`src/rtl/fc_layer_seq.sv`:
```
`default_nettype none
// ============================================================================
// Module   : fc_layer_seq
// Brief    : Fully-connected layer sequencer. Master of the shared single-port
//            weight/activation RAM: loads FRT_CELL activations, then for each
//            of BCK_CELL neurons streams FRT_CELL weights through a signed MAC
//            and writes the 16-bit saturated result back into the RAM.
//            Optional macro FC_RELU_EN: clamp negative results to 0 on write.
// Revision : 1.0 - initial release
// ============================================================================
module fc_layer_seq #(
   parameter int FRT_CELL = 10,
   parameter int BCK_CELL = 5,
   parameter int IN_BASE  = 0,
   parameter int W_BASE   = FRT_CELL,
   parameter int OUT_BASE = FRT_CELL * BCK_CELL + FRT_CELL,
   parameter int ACC_W    = 40
) (
   input  logic        clk,
   input  logic        reset_n,
   input  logic        start,
   output logic        busy,
   output logic        done,
   output logic [15:0] mem_addr,
   output logic        mem_we,
   output logic [15:0] mem_wdata,
   input  logic [15:0] mem_rdata
);

   // Phase counter covers FRT_CELL issue cycles plus one drain cycle.
   localparam int CW = $clog2(FRT_CELL + 1);
   localparam int JW = (BCK_CELL > 1) ? $clog2(BCK_CELL) : 1;

   localparam logic [CW-1:0] C_CNT_LAST      = CW'(FRT_CELL);
   localparam logic [CW-1:0] C_CNT_ADDR_LAST = CW'(FRT_CELL - 1);
   localparam logic [JW-1:0] C_J_LAST        = JW'(BCK_CELL - 1);

   localparam logic signed [ACC_W-1:0] C_SAT_MAX = ACC_W'(32767);
   localparam logic signed [ACC_W-1:0] C_SAT_MIN = ACC_W'(-32768);

   typedef enum logic [2:0] {
      S_IDLE  = 3'd0,
      S_LOAD  = 3'd1,
      S_MAC   = 3'd2,
      S_WRITE = 3'd3,
      S_DONE  = 3'd4
   } state_t;

   state_t                   state_q;
   logic [CW-1:0]            cnt_q;
   logic [JW-1:0]            j_q;
   logic [15:0]              wptr_q;
   logic [15:0]              optr_q;
   logic signed [ACC_W-1:0]  acc_q;
   logic [15:0]              x_q [FRT_CELL];
   logic                     busy_q;
   logic                     done_q;
   logic [15:0]              mem_addr_q;
   logic                     mem_we_q;
   logic [15:0]              mem_wdata_q;

   logic signed [31:0]       prod_d;
   logic signed [ACC_W-1:0]  acc_d;
   logic [15:0]              sat_d;
   logic [15:0]              wdata_d;

   assign busy      = busy_q;
   assign done      = done_q;
   assign mem_addr  = mem_addr_q;
   assign mem_we    = mem_we_q;
   assign mem_wdata = mem_wdata_q;

   // MAC datapath: x_q[0] is always the activation paired with the weight on mem_rdata.
   always_comb begin
      prod_d = $signed(mem_rdata) * $signed(x_q[0]);
      acc_d  = acc_q + {{(ACC_W - 32){prod_d[31]}}, prod_d};
      if (acc_d > C_SAT_MAX) begin
         sat_d = 16'h7FFF;
      end else if (acc_d < C_SAT_MIN) begin
         sat_d = 16'h8000;
      end else begin
         sat_d = acc_d[15:0];
      end
`ifdef FC_RELU_EN
      wdata_d = sat_d[15] ? 16'h0000 : sat_d;
`else
      wdata_d = sat_d;
`endif
   end

   // Sequencer FSM with registered RAM-port outputs; activations live in a
   // shift ring so the MAC never needs an indexed read.
   always_ff @(posedge clk or negedge reset_n) begin
      if (!reset_n) begin
         state_q     <= S_IDLE;
         cnt_q       <= '0;
         j_q         <= '0;
         wptr_q      <= '0;
         optr_q      <= '0;
         acc_q       <= '0;
         busy_q      <= 1'b0;
         done_q      <= 1'b0;
         mem_addr_q  <= '0;
         mem_we_q    <= 1'b0;
         mem_wdata_q <= '0;
         for (int k = 0; k < FRT_CELL; k++) begin
            x_q[k] <= '0;
         end
      end else begin
         done_q      <= 1'b0;
         mem_we_q    <= 1'b0;
         mem_wdata_q <= '0;
         case (state_q)
            S_IDLE: begin
               if (start) begin
                  state_q    <= S_LOAD;
                  busy_q     <= 1'b1;
                  j_q        <= '0;
                  cnt_q      <= '0;
                  mem_addr_q <= 16'(IN_BASE);
                  wptr_q     <= 16'(W_BASE);
                  optr_q     <= 16'(OUT_BASE);
               end
            end
            S_LOAD: begin
               cnt_q <= cnt_q + 1'b1;
               // Data for the previous cycle's address arrives now; shift it in.
               if (cnt_q != '0) begin
                  for (int k = 0; k < FRT_CELL - 1; k++) begin
                     x_q[k] <= x_q[k + 1];
                  end
                  x_q[FRT_CELL - 1] <= mem_rdata;
               end
               if (cnt_q == C_CNT_LAST) begin
                  state_q    <= S_MAC;
                  cnt_q      <= '0;
                  acc_q      <= '0;
                  mem_addr_q <= wptr_q;
                  wptr_q     <= wptr_q + 16'd1;
               end else if (cnt_q < C_CNT_ADDR_LAST) begin
                  mem_addr_q <= mem_addr_q + 16'd1;
               end
            end
            S_MAC: begin
               cnt_q <= cnt_q + 1'b1;
               // Accumulate and rotate the ring so x_q[0] follows the weight index.
               if (cnt_q != '0) begin
                  acc_q <= acc_d;
                  for (int k = 0; k < FRT_CELL - 1; k++) begin
                     x_q[k] <= x_q[k + 1];
                  end
                  x_q[FRT_CELL - 1] <= x_q[0];
               end
               if (cnt_q == C_CNT_LAST) begin
                  state_q     <= S_WRITE;
                  mem_we_q    <= 1'b1;
                  mem_addr_q  <= optr_q;
                  mem_wdata_q <= wdata_d;
               end else if (cnt_q < C_CNT_ADDR_LAST) begin
                  mem_addr_q <= wptr_q;
                  wptr_q     <= wptr_q + 16'd1;
               end
            end
            S_WRITE: begin
               optr_q <= optr_q + 16'd1;
               j_q    <= j_q + 1'b1;
               if (j_q == C_J_LAST) begin
                  state_q    <= S_DONE;
                  done_q     <= 1'b1;
                  busy_q     <= 1'b0;
                  // Park on an input address so nothing written this run is read.
                  mem_addr_q <= 16'(IN_BASE);
               end else begin
                  state_q    <= S_MAC;
                  cnt_q      <= '0;
                  acc_q      <= '0;
                  mem_addr_q <= wptr_q;
                  wptr_q     <= wptr_q + 16'd1;
               end
            end
            S_DONE: begin
               state_q <= S_IDLE;
            end
            default: begin
               state_q <= S_IDLE;
               busy_q  <= 1'b0;
            end
         endcase
      end
   end

endmodule
`default_nettype wire

```
`config.mk`:
```
export PLATFORM = sky130hd
export DESIGN_NAME = fc_layer_seq
export DESIGN_NICKNAME = d
export VERILOG_FILES = /design/src/rtl/fc_layer_seq.sv
export SDC_FILE = /design/constraint.sdc
export NUM_CORES = 1
export LEC_CHECK = 0
export BUFFER_PORTS_ARGS = -buffer_cell sky130_fd_sc_hd__buf_2
export CORE_MARGIN = 2
export CORE_UTILIZATION = 35
export DETAILED_ROUTE_END_ITERATION = 7
export PLACE_DENSITY_LB_ADDON = 0.2
export SLEW_MARGIN = 20
export SYNTH_ARGS = -nofsm -noshare
export SYNTH_HDL_FRONTEND = slang
export SYNTH_SLANG_ARGS = --single-unit
```
`constraint.sdc`:
```
create_clock -name clk -period 9.43 [get_ports clk]
set_input_delay 1.886 -clock clk [delete_from_list [all_inputs] [get_ports clk]]
set_output_delay 1.886 -clock clk [all_outputs]
set_load 0.005 [all_outputs]
```
==> qor.txt <==
Status - finished, violations left
Failing checks - setup timing
Largest cells by area after synthesis - dfrtp_1 (29%), fa_1 (22%), mux2_2 (6.9%)
First DRT Iteration DRCs - 1164
Clock Latency Late Sink - 0.56 ns
Top_reg_cell synth - dfrtp_1
R2R Setup Slk - 0.59 ns
Worst Max-Slew Pin Slew - 1.02 ns
Crit path kind - input pin to register
Wirelength per Cell - 16.6 um
Initial antenna violation count - 2
Post-Synth Adder-Cell Area - 28.9%
Initial Util - 35.4%
Slew margin rel. - 32.2%
Critical Path AT - 9.87 ns
Synth Area per Inst - 9.82 um^2
Clock sink count - 277
Delay-heaviest family, CP - adder cells
Post-synth EDFFs - 0
Full die area - 70100 um^2
H-tree levels - 2
Clock Root Buffer - clkbuf_16
Worst reg-to-reg path cell count - 33
Core area - 67300 um^2
Crit. End Element - register
Hold_ws - 0.473 ns
Yosys warning count - 0
Setup_tns - -0.00725 ns
Top cell by count, worst path - fa_1
Final WS setup - -0.00459 ns
CTS tree - built
Remaining routing DRC violations - 0
Clk buf depth - 3
Remaining Overflow, GRT - 0
MaxCap Viol Count - 0
Setup slack at placement - -0.908 ns
ANT nets after route - 0
Register area - 6930 um^2
Post-synthesis cell count - 2424
Pins Over Slew Limit - 0
Synthesis-to-layout area growth - 25.0%
Post-Syn Area - 23800 um^2
I/O Buffers - 53
Cts bufs inserted - 35
Synth Area in XOR/XNOR - 2.83%
Ant diodes - 0
Vias per cell - 5.00
Yosys reg bits - 277
Critical Path Sink - mem_wdata[7]
Fin crit share - 100%
Clock transition at the registers of the reported paths - 0.07 ns
Synth area leader - dfrtp_1
Crit path max-delay cell type - fa_1
Hpwl dp - 46100 um
Seq/Total Area, Yosys - 29.1%
DIE HEIGHT - 265 um
First-pass GRT wire length - 99000 um
Crit-path max FO - 7
WP data required - 9.86 ns
Design area - 29800 um^2
Multi-input logic area - 16300 um^2
Synth Area in Compound Gates - 11.0%
Critical Path Source - mem_rdata[4]
Levels on crit path - 34
Largest family of logic cells by synthesized area - adder cells
Final Hold Viols - 0
Nets - 3145
Total iterations of the first detailed-routing run - 5
# rows - 95
Max frequency - 106 MHz
Critical R2R Capture - mem_wdata[4]
Placement-stage cell area - 27300 um^2
GP Congestion - 0.884
Tmin final - 9.43 ns
Layout cells sized above 1 - 28.1%
CP bufs+invs - 7
Pin count of the biggest net entering global routing - 174
Total GRT Usage - 17.4%
WL final - 60200 um
Mux cell area share after synthesis - 7.16%
Mapped Nets - 2835
Max stage delay on crit path - 0.54 ns
HP Class - register to register
Vias in the first global route - 18886
IO Pins - 54
Final setup fails - 3
Worst reg2reg path startpoint - x_q[156]
Commonest non-fill, non-tap cells in the layout - inv_1 (328), buf_4 (295), dfrtp_1 (277), nand2_1 (267), fa_1 (245)
Post-synth top area share - 29.1%
Final clock skew - 0.0373 ns
Async S/R FF share, synth - 100%
Fill count - 6453
Distinct cell type count after synthesis - 84
DIE WIDTH - 265 um
Unrepaired setup endpoints after global routing - yes
Vias - 18163
Most common cell after layout, fill and taps aside - inv_1
Synth Area in Simple Gates - 13.9%
Crit start category - input pin
## cell families (layout without fill, tap and decap cells)
| kind of cell | count (synthesis) | in the layout |
|---|---|---|
| fa+ha+maj | 392 | 392 |
| simple gates | 687 | 687 |
| compound gates | 395 | 395 |
| buf+inv | 444 | 779 |
| flops | 277 | 277 |
| mux | 152 | 152 |
| xor+xnor | 77 | 77 |
## per-stage QoR
stage          cells  util, %
2_1_floorplan   2424        -
3_3_place_gp    3544     40.6
3_5_place_dp    3544     40.6
4_1_cts         3609     42.7
5_1_grt         3632     44.2
6_report        3632     44.2
## registers in the layout (all words and copies together), names as in the netlist, 4 cells and up
signal     count
wptr_q        16
mem_addr      16
acc_q         40
x_q          160
mem_wdata     16
cnt_q          4
optr_q        16
## Yosys cell counts (9+ instances only)
library cell	count
o31ai_1	10
a21oi_1	89
nor2_1	111
nand3_1	42
o21ai_1	9
a21oi_2	10
xor2_1	31
a31oi_1	27
clkbuf_1	81
nand4_1	17
o21ai_0	104
dfrtp_1	277
xnor2_1	46
a221oi_1	10
inv_1	347
nand2_1	277
and3_1	15
nor3_1	25
nand2b_1	13
nor2b_1	11
a211oi_1	9
fa_1	263
ha_1	129
a22o_1	15
and2_1	137
o21a_1	17
mux2_2	146
a21o_1	29
## worst min path at each step
stage                         from       end  slack (ns)  depth (start not counted)
final                     x_q[134]  x_q[150]        0.47                          1
after global routing      x_q[134]  x_q[150]        0.50                          1
after CTS                 x_q[134]  x_q[150]        0.47                          1
after detailed placement  acc_q[0]  acc_q[0]        0.48                          2
after global placement    acc_q[0]  acc_q[0]        0.47                          2
after floorplan           x_q[143]  x_q[159]        0.45                          2
## what timing repair did
item	4_1_cts	5_1_grt
setup buffers	3	18
gates cloned	0	5
pin swaps	21	109
gates resized for setup	39	163
endpoints found under the setup margin	15	18
hold buffers	0	0
endpoints found under the hold margin	0	0
## area by class of cell
class / count / share of cell area [%]
clock buffer: 52 / 3.46
timing repair buffer: 368 / 9.89
clock inverter: 10 / 0.606
multi-input combinational: 1703 / 54.7
inverter: 349 / 4.42
sequential: 277 / 23.3
tap: 873 / 3.67
## routing by layer
metal	share of wire, %	up-vias	wire, um	global-route usage [%]
met4	2.1	4	1270	4.31
met2	47	281	28300	28.0
met5	0.050	-	30	0
li1	-	8567	-	-
met3	4.3	78	2600	2.55
met1	47	9233	28000	24.6
Power is not shown: default switching activity piles up to over one toggle a cycle in this logic, so the estimate is an artifact.
